File: config.mk
export PLATFORM = sky130hd
export DESIGN_NAME = mux4_rr_sel_arbiter
export DESIGN_NICKNAME = d
export VERILOG_FILES = /design/src/rtl/mux4_rr_sel_arbiter.sv
export SDC_FILE = /design/constraint.sdc
export NUM_CORES = 1
export LEC_CHECK = 0
export BUFFER_PORTS_ARGS = -buffer_cell sky130_fd_sc_hd__buf_2
export CAP_MARGIN = 0
export CORE_MARGIN = 1.5
export CORE_UTILIZATION = 50
export DETAILED_ROUTE_END_ITERATION = 8
export GPL_TIMING_DRIVEN = 0
export HOLD_SLACK_MARGIN = 0.03
export PLACE_DENSITY = 0.84
export SYNTH_ARGS = -nofsm -noshare
export SYNTH_HDL_FRONTEND = slang
export SYNTH_SLANG_ARGS = --single-unit
File: constraint.sdc
create_clock -name clk -period 2.7 [get_ports clk]
set_input_delay 0.135 -clock clk [delete_from_list [all_inputs] [get_ports clk]]
set_output_delay 0.135 -clock clk [all_outputs]
set_load 0.03 [all_outputs]
File: src/rtl/mux4_rr_sel_arbiter.sv
// rtl/mux4_rr_sel_arbiter.sv - round-robin arbiter and burst-metered select sequencer for a 4:1 mux
module mux4_rr_sel_arbiter #(
    parameter int BURST_LEN = 4
) (
    input  logic       clk,
    input  logic       rst_n,
    input  logic [3:0] req,
    input  logic       out_ready,
    output logic       s1,
    output logic       s0,
    output logic [3:0] gnt,
    output logic       out_valid,
    output logic       out_last
);

    localparam int CNT_W = $clog2(BURST_LEN + 1);
    localparam logic [CNT_W-1:0] LAST_BEAT = CNT_W'(BURST_LEN - 1);

    typedef enum logic {
        IDLE,
        GRANT
    } state_t;

    state_t            state, state_nxt;
    logic [1:0]        cur, cur_nxt;
    logic [1:0]        ptr, ptr_nxt;
    logic [CNT_W-1:0]  count, count_nxt;
    logic [3:0]        gnt_nxt;

    logic [1:0]        pick;
    logic              pick_ok;
    logic [1:0]        idx;
    logic              xfer;
    logic              release_now;

    // Scan from the furthest offset back to ptr so the nearest requester wins.
    always_comb begin
        pick    = ptr;
        pick_ok = 1'b0;
        idx     = '0;
        for (int i = 3; i >= 0; i--) begin
            idx = ptr + 2'(i);
            if (req[idx]) begin
                pick    = idx;
                pick_ok = 1'b1;
            end
        end
    end

    assign out_valid   = (state == GRANT) && req[cur];
    assign out_last    = out_valid && (count == LAST_BEAT);
    assign xfer        = out_valid && out_ready;
    assign release_now = (state == GRANT) && (!req[cur] || (xfer && count == LAST_BEAT));

    assign s1 = cur[1];
    assign s0 = cur[0];

    always_comb begin
        state_nxt = state;
        cur_nxt   = cur;
        ptr_nxt   = ptr;
        count_nxt = count;
        gnt_nxt   = gnt;
        case (state)
            IDLE: begin
                if (pick_ok) begin
                    state_nxt = GRANT;
                    cur_nxt   = pick;
                    ptr_nxt   = pick + 2'd1;
                    count_nxt = '0;
                    gnt_nxt   = 4'b0001 << pick;
                end
            end
            GRANT: begin
                if (release_now) begin
                    count_nxt = '0;
                    if (pick_ok) begin
                        // Back-to-back handover; ptr already points past the released channel.
                        cur_nxt = pick;
                        ptr_nxt = pick + 2'd1;
                        gnt_nxt = 4'b0001 << pick;
                    end else begin
                        state_nxt = IDLE;
                        gnt_nxt   = 4'b0000;
                    end
                end else if (xfer) begin
                    count_nxt = count + CNT_W'(1);
                end
            end
            default: begin
                state_nxt = IDLE;
                gnt_nxt   = 4'b0000;
                count_nxt = '0;
            end
        endcase
    end

    always_ff @(posedge clk or negedge rst_n) begin
        if (!rst_n) begin
            state <= IDLE;
            cur   <= 2'd0;
            ptr   <= 2'd0;
            count <= '0;
            gnt   <= 4'b0000;
        end else begin
            state <= state_nxt;
            cur   <= cur_nxt;
            ptr   <= ptr_nxt;
            count <= count_nxt;
            gnt   <= gnt_nxt;
        end
    end

endmodule

==> results.md <==
* Outcome: finished clean
* Final Setup Violations at 0
* Clock sink count at 12
* Antenna violations before repair at 0
* Post-Route Setup TNS at 0 ps
* WL/cell at 14.03 microns
* Hold Vio Cnt, Final at 0
* First-pass GRT wire length at ~2300 microns
* Worst Hold End: state
* CTS H-tree depth at 1
* FP Rows at 13
* Layout cells sized above 1 at 0.2892
* Core box area at between 1000 and 1500 sq um
* VDD IR max at roughly 0.0006 V
* Post-Synthesis Cell Area at roughly 700 sq um
* Final Cell Area at between 800 and 900 sq um
* Number of port buffers at 14
* Slowest CP cell: dfrtp_1
* Die width at a little over 40 microns
* F_max at approximately 0.52 GHz
* Top FF cell, synth: dfrtp_1
* GP Congestion at approximately 0.69
* CTS tree: yes
* ANT nets after route at 0
* Residual DRC at 0
* Crit path required time at roughly 2900 ps
* CP Class: reg2reg
* Fillcell total at ~120
* Commonest cells post-synth: dfrtp_1 (12), inv_1 (7), a22o_1 (6), ha_1 (6), o21ai_0 (4)
* Final nets at between 90 and 100
* Starting density of the core at 0.5413
* Netlist cell types at 25
* Reg2reg setup slack at about 800 ps
* Root buffer cell: clkbuf_4
* Syn nets at just under 80
* Hold Path Class: in2reg
* Seq. cell area at 300.3 sq um
* Critical Path AT at 2080 ps
* Hold path depth at 3
* Area leader, netlist: dfrtp_1
* Pwr dens at around 1100 nW/um^2
* Final worst setup slack at between 700 and 800 ps
* Area of the multi-input gates at between 300 and 400 sq um
* Number of flops mapped to enable cells by yosys at 0
* Minimum clock period at 1920 ps
* Post-placement cell area at about 800 sq um
* Reg2reg path depth at 5
* YS warnings at 0
* CTS clock-pin slew for the worst setup and hold paths at around 80 ps
* Synthesized flop and latch total at 12
* Gr usage total at 0.2142
* Iteration-0 DRC Markers at 13
* DRT Wirelength at 1375 microns
* Vias in the first global route at 522
* Post-synthesis sequential area ratio at 0.4211
* Ranking of synthesized cells by area: dfrtp_1 (42%), ha_1 (11%), a22o_1 (7.4%), mux2_4 (6.3%), inv_1 (3.7%)
* TritonCTS Buffers at 3
* Largest net degree at the start of global routing at 13
* Most common cell in the netlist: dfrtp_1
* Die area at roughly 1700 sq um
* Synth Area per Inst at 11.14 sq um
* Clock latency on the worst-skew pair at around 270 ps
* Worst-Margin Slew at 529.9 ps
* Setup crit end kind: flip-flop
* Mapped Cells at 64
* DP HPWL at about 1000 microns
* Final core occ at 0.6439
* Vias per std cell at ~5.6
* Critical Path Start Type: flip-flop
* Placed cell count at 93
* Share of the synthesized area in the top cell type at 0.4211
* # diodes at 0
* IO Pins at 15
* DP Worst Slack at 783.3 ps
* FF-to-FF End: ptr[1]
* R2R Path Start: ptr[1]
* PostCTS Resize Cnt at 0
* Synth-to-layout area growth at 18.95%
* Max Cap Viol at 0
* Final period util at 0.7113
* P_leak at 0.4534 nW
* Max-slew violations at 0
* Vias at between 500 and 600
* GRT Residual Overflow at 0
* Clock skew at 1.969 ps
* Critical Path Fanout Max at 7
* Max incr delay on CP at 460 ps
* RSZ-0062 raised after global routing: false
* Longest Clk Path Bufs at 2
* Pre-antenna DRT Iters at 4
* Height of the die at slightly above 40 microns
* Hold_sp: req[2]
* Crit-path cells: nor3_1 -> a31o_2 -> o31ai_1 -> ha_1 -> mux2_4
* Relative slew slack at 0.6437
* Final Non-Filler Cells at 98
* Fraction of registers with async set or reset after synthesis at 1.000
## kinds of logic after synthesis
logic type      after synthesis  synth area share
flops                        12            0.4211
buf+inv                       8           0.05264
simple gates                 14            0.1211
fa+ha+maj                     6            0.1053
mux                           7            0.1228
compound gates               17            0.1772
## area by class of cell
cell class,instances,area share
multi-input combinational,44,0.4425
tap,15,0.02212
buffer,1,0.01327
inverter,7,0.03097
sequential,12,0.3540
timing repair buffer,15,0.09440
clock buffer,4,0.04277
## layer usage
metal	track usage	part of all wire
met5	0	0
met4	0.05000	0
met3	0.04891	0.025
met2	0.3452	0.48
met1	0.2901	0.50
## placed cells by master (no fill, tap or decap)
cell / n
mux2_4: 3
ha_1: 6
o21a_1: 1
buf_2: 14
nor3_1: 1
dfrtp_1: 12
o22ai_1: 1
o31ai_1: 1
a31o_2: 1
inv_1: 7
clkbuf_4: 3
and2b_1: 1
nand2_1: 2
mux2_2: 1
buf_6: 1
o21ai_0: 4
o211a_1: 1
nor2b_1: 3
o22a_1: 1
nor4_1: 1
nand2b_1: 3
a21oi_1: 1
and2_1: 2
and4b_1: 1
mux2i_1: 2
dlygate4sd3_1: 1
mux2_1: 1
clkbuf_8: 1
a22o_1: 6
## report_power, final
part / switching (W) / total [W] / leakage (nW) / internal [W]
registers: 0.0000621 / 0.000310 / 0.149 / 0.000248
clock network: 0.0000615 / 0.000143 / 0.0210 / 0.0000819
logic: 0.000275 / 0.000505 / 0.284 / 0.000229
## how the worst max path moves through the flow
stage	start	to	slack, ps	cells after the start
after global placement	ptr[1]	ptr[1]	850	5
after floorplan	cur[1]	count[0]	1000	5
after detailed placement	ptr[1]	ptr[1]	780	5
after CTS	ptr[1]	ptr[1]	770	5
final	ptr[1]	ptr[1]	780	5
after global routing	ptr[1]	ptr[1]	630	5
## flip-flops by register name, summed over array words and instances, names as in the netlist
register / count
count: 3
cur: 2
gnt: 4
ptr: 2
state: 1
## per-stage QoR
step / hold WS [ps] / power (W)
after floorplan: -160.6 / 0.0006901
after global placement: 21.64 / 0.0007891
after detailed placement: 25.85 / 0.0008141
after CTS: 156.2 / 0.0009665
after global routing: 197.3 / 0.001028
final: 165.5 / 0.0009579
## worst max-delay path: cells and delay by family, from the launching register on
kind                       cells  cell delay [ps]
adders and majority gates      1              340
muxes                          1              260
and+or+nand+nor                1               90
DFF                            1              460
AOI/OAI and AO/OA              2              660
## timing repair
action,4_1_cts,5_1_grt
setup buffers,0,0
hold buffers,1,0
hold endpoints to repair,12,0
setup endpoints to repair,0,0
Power figures use the tool's default switching activity.
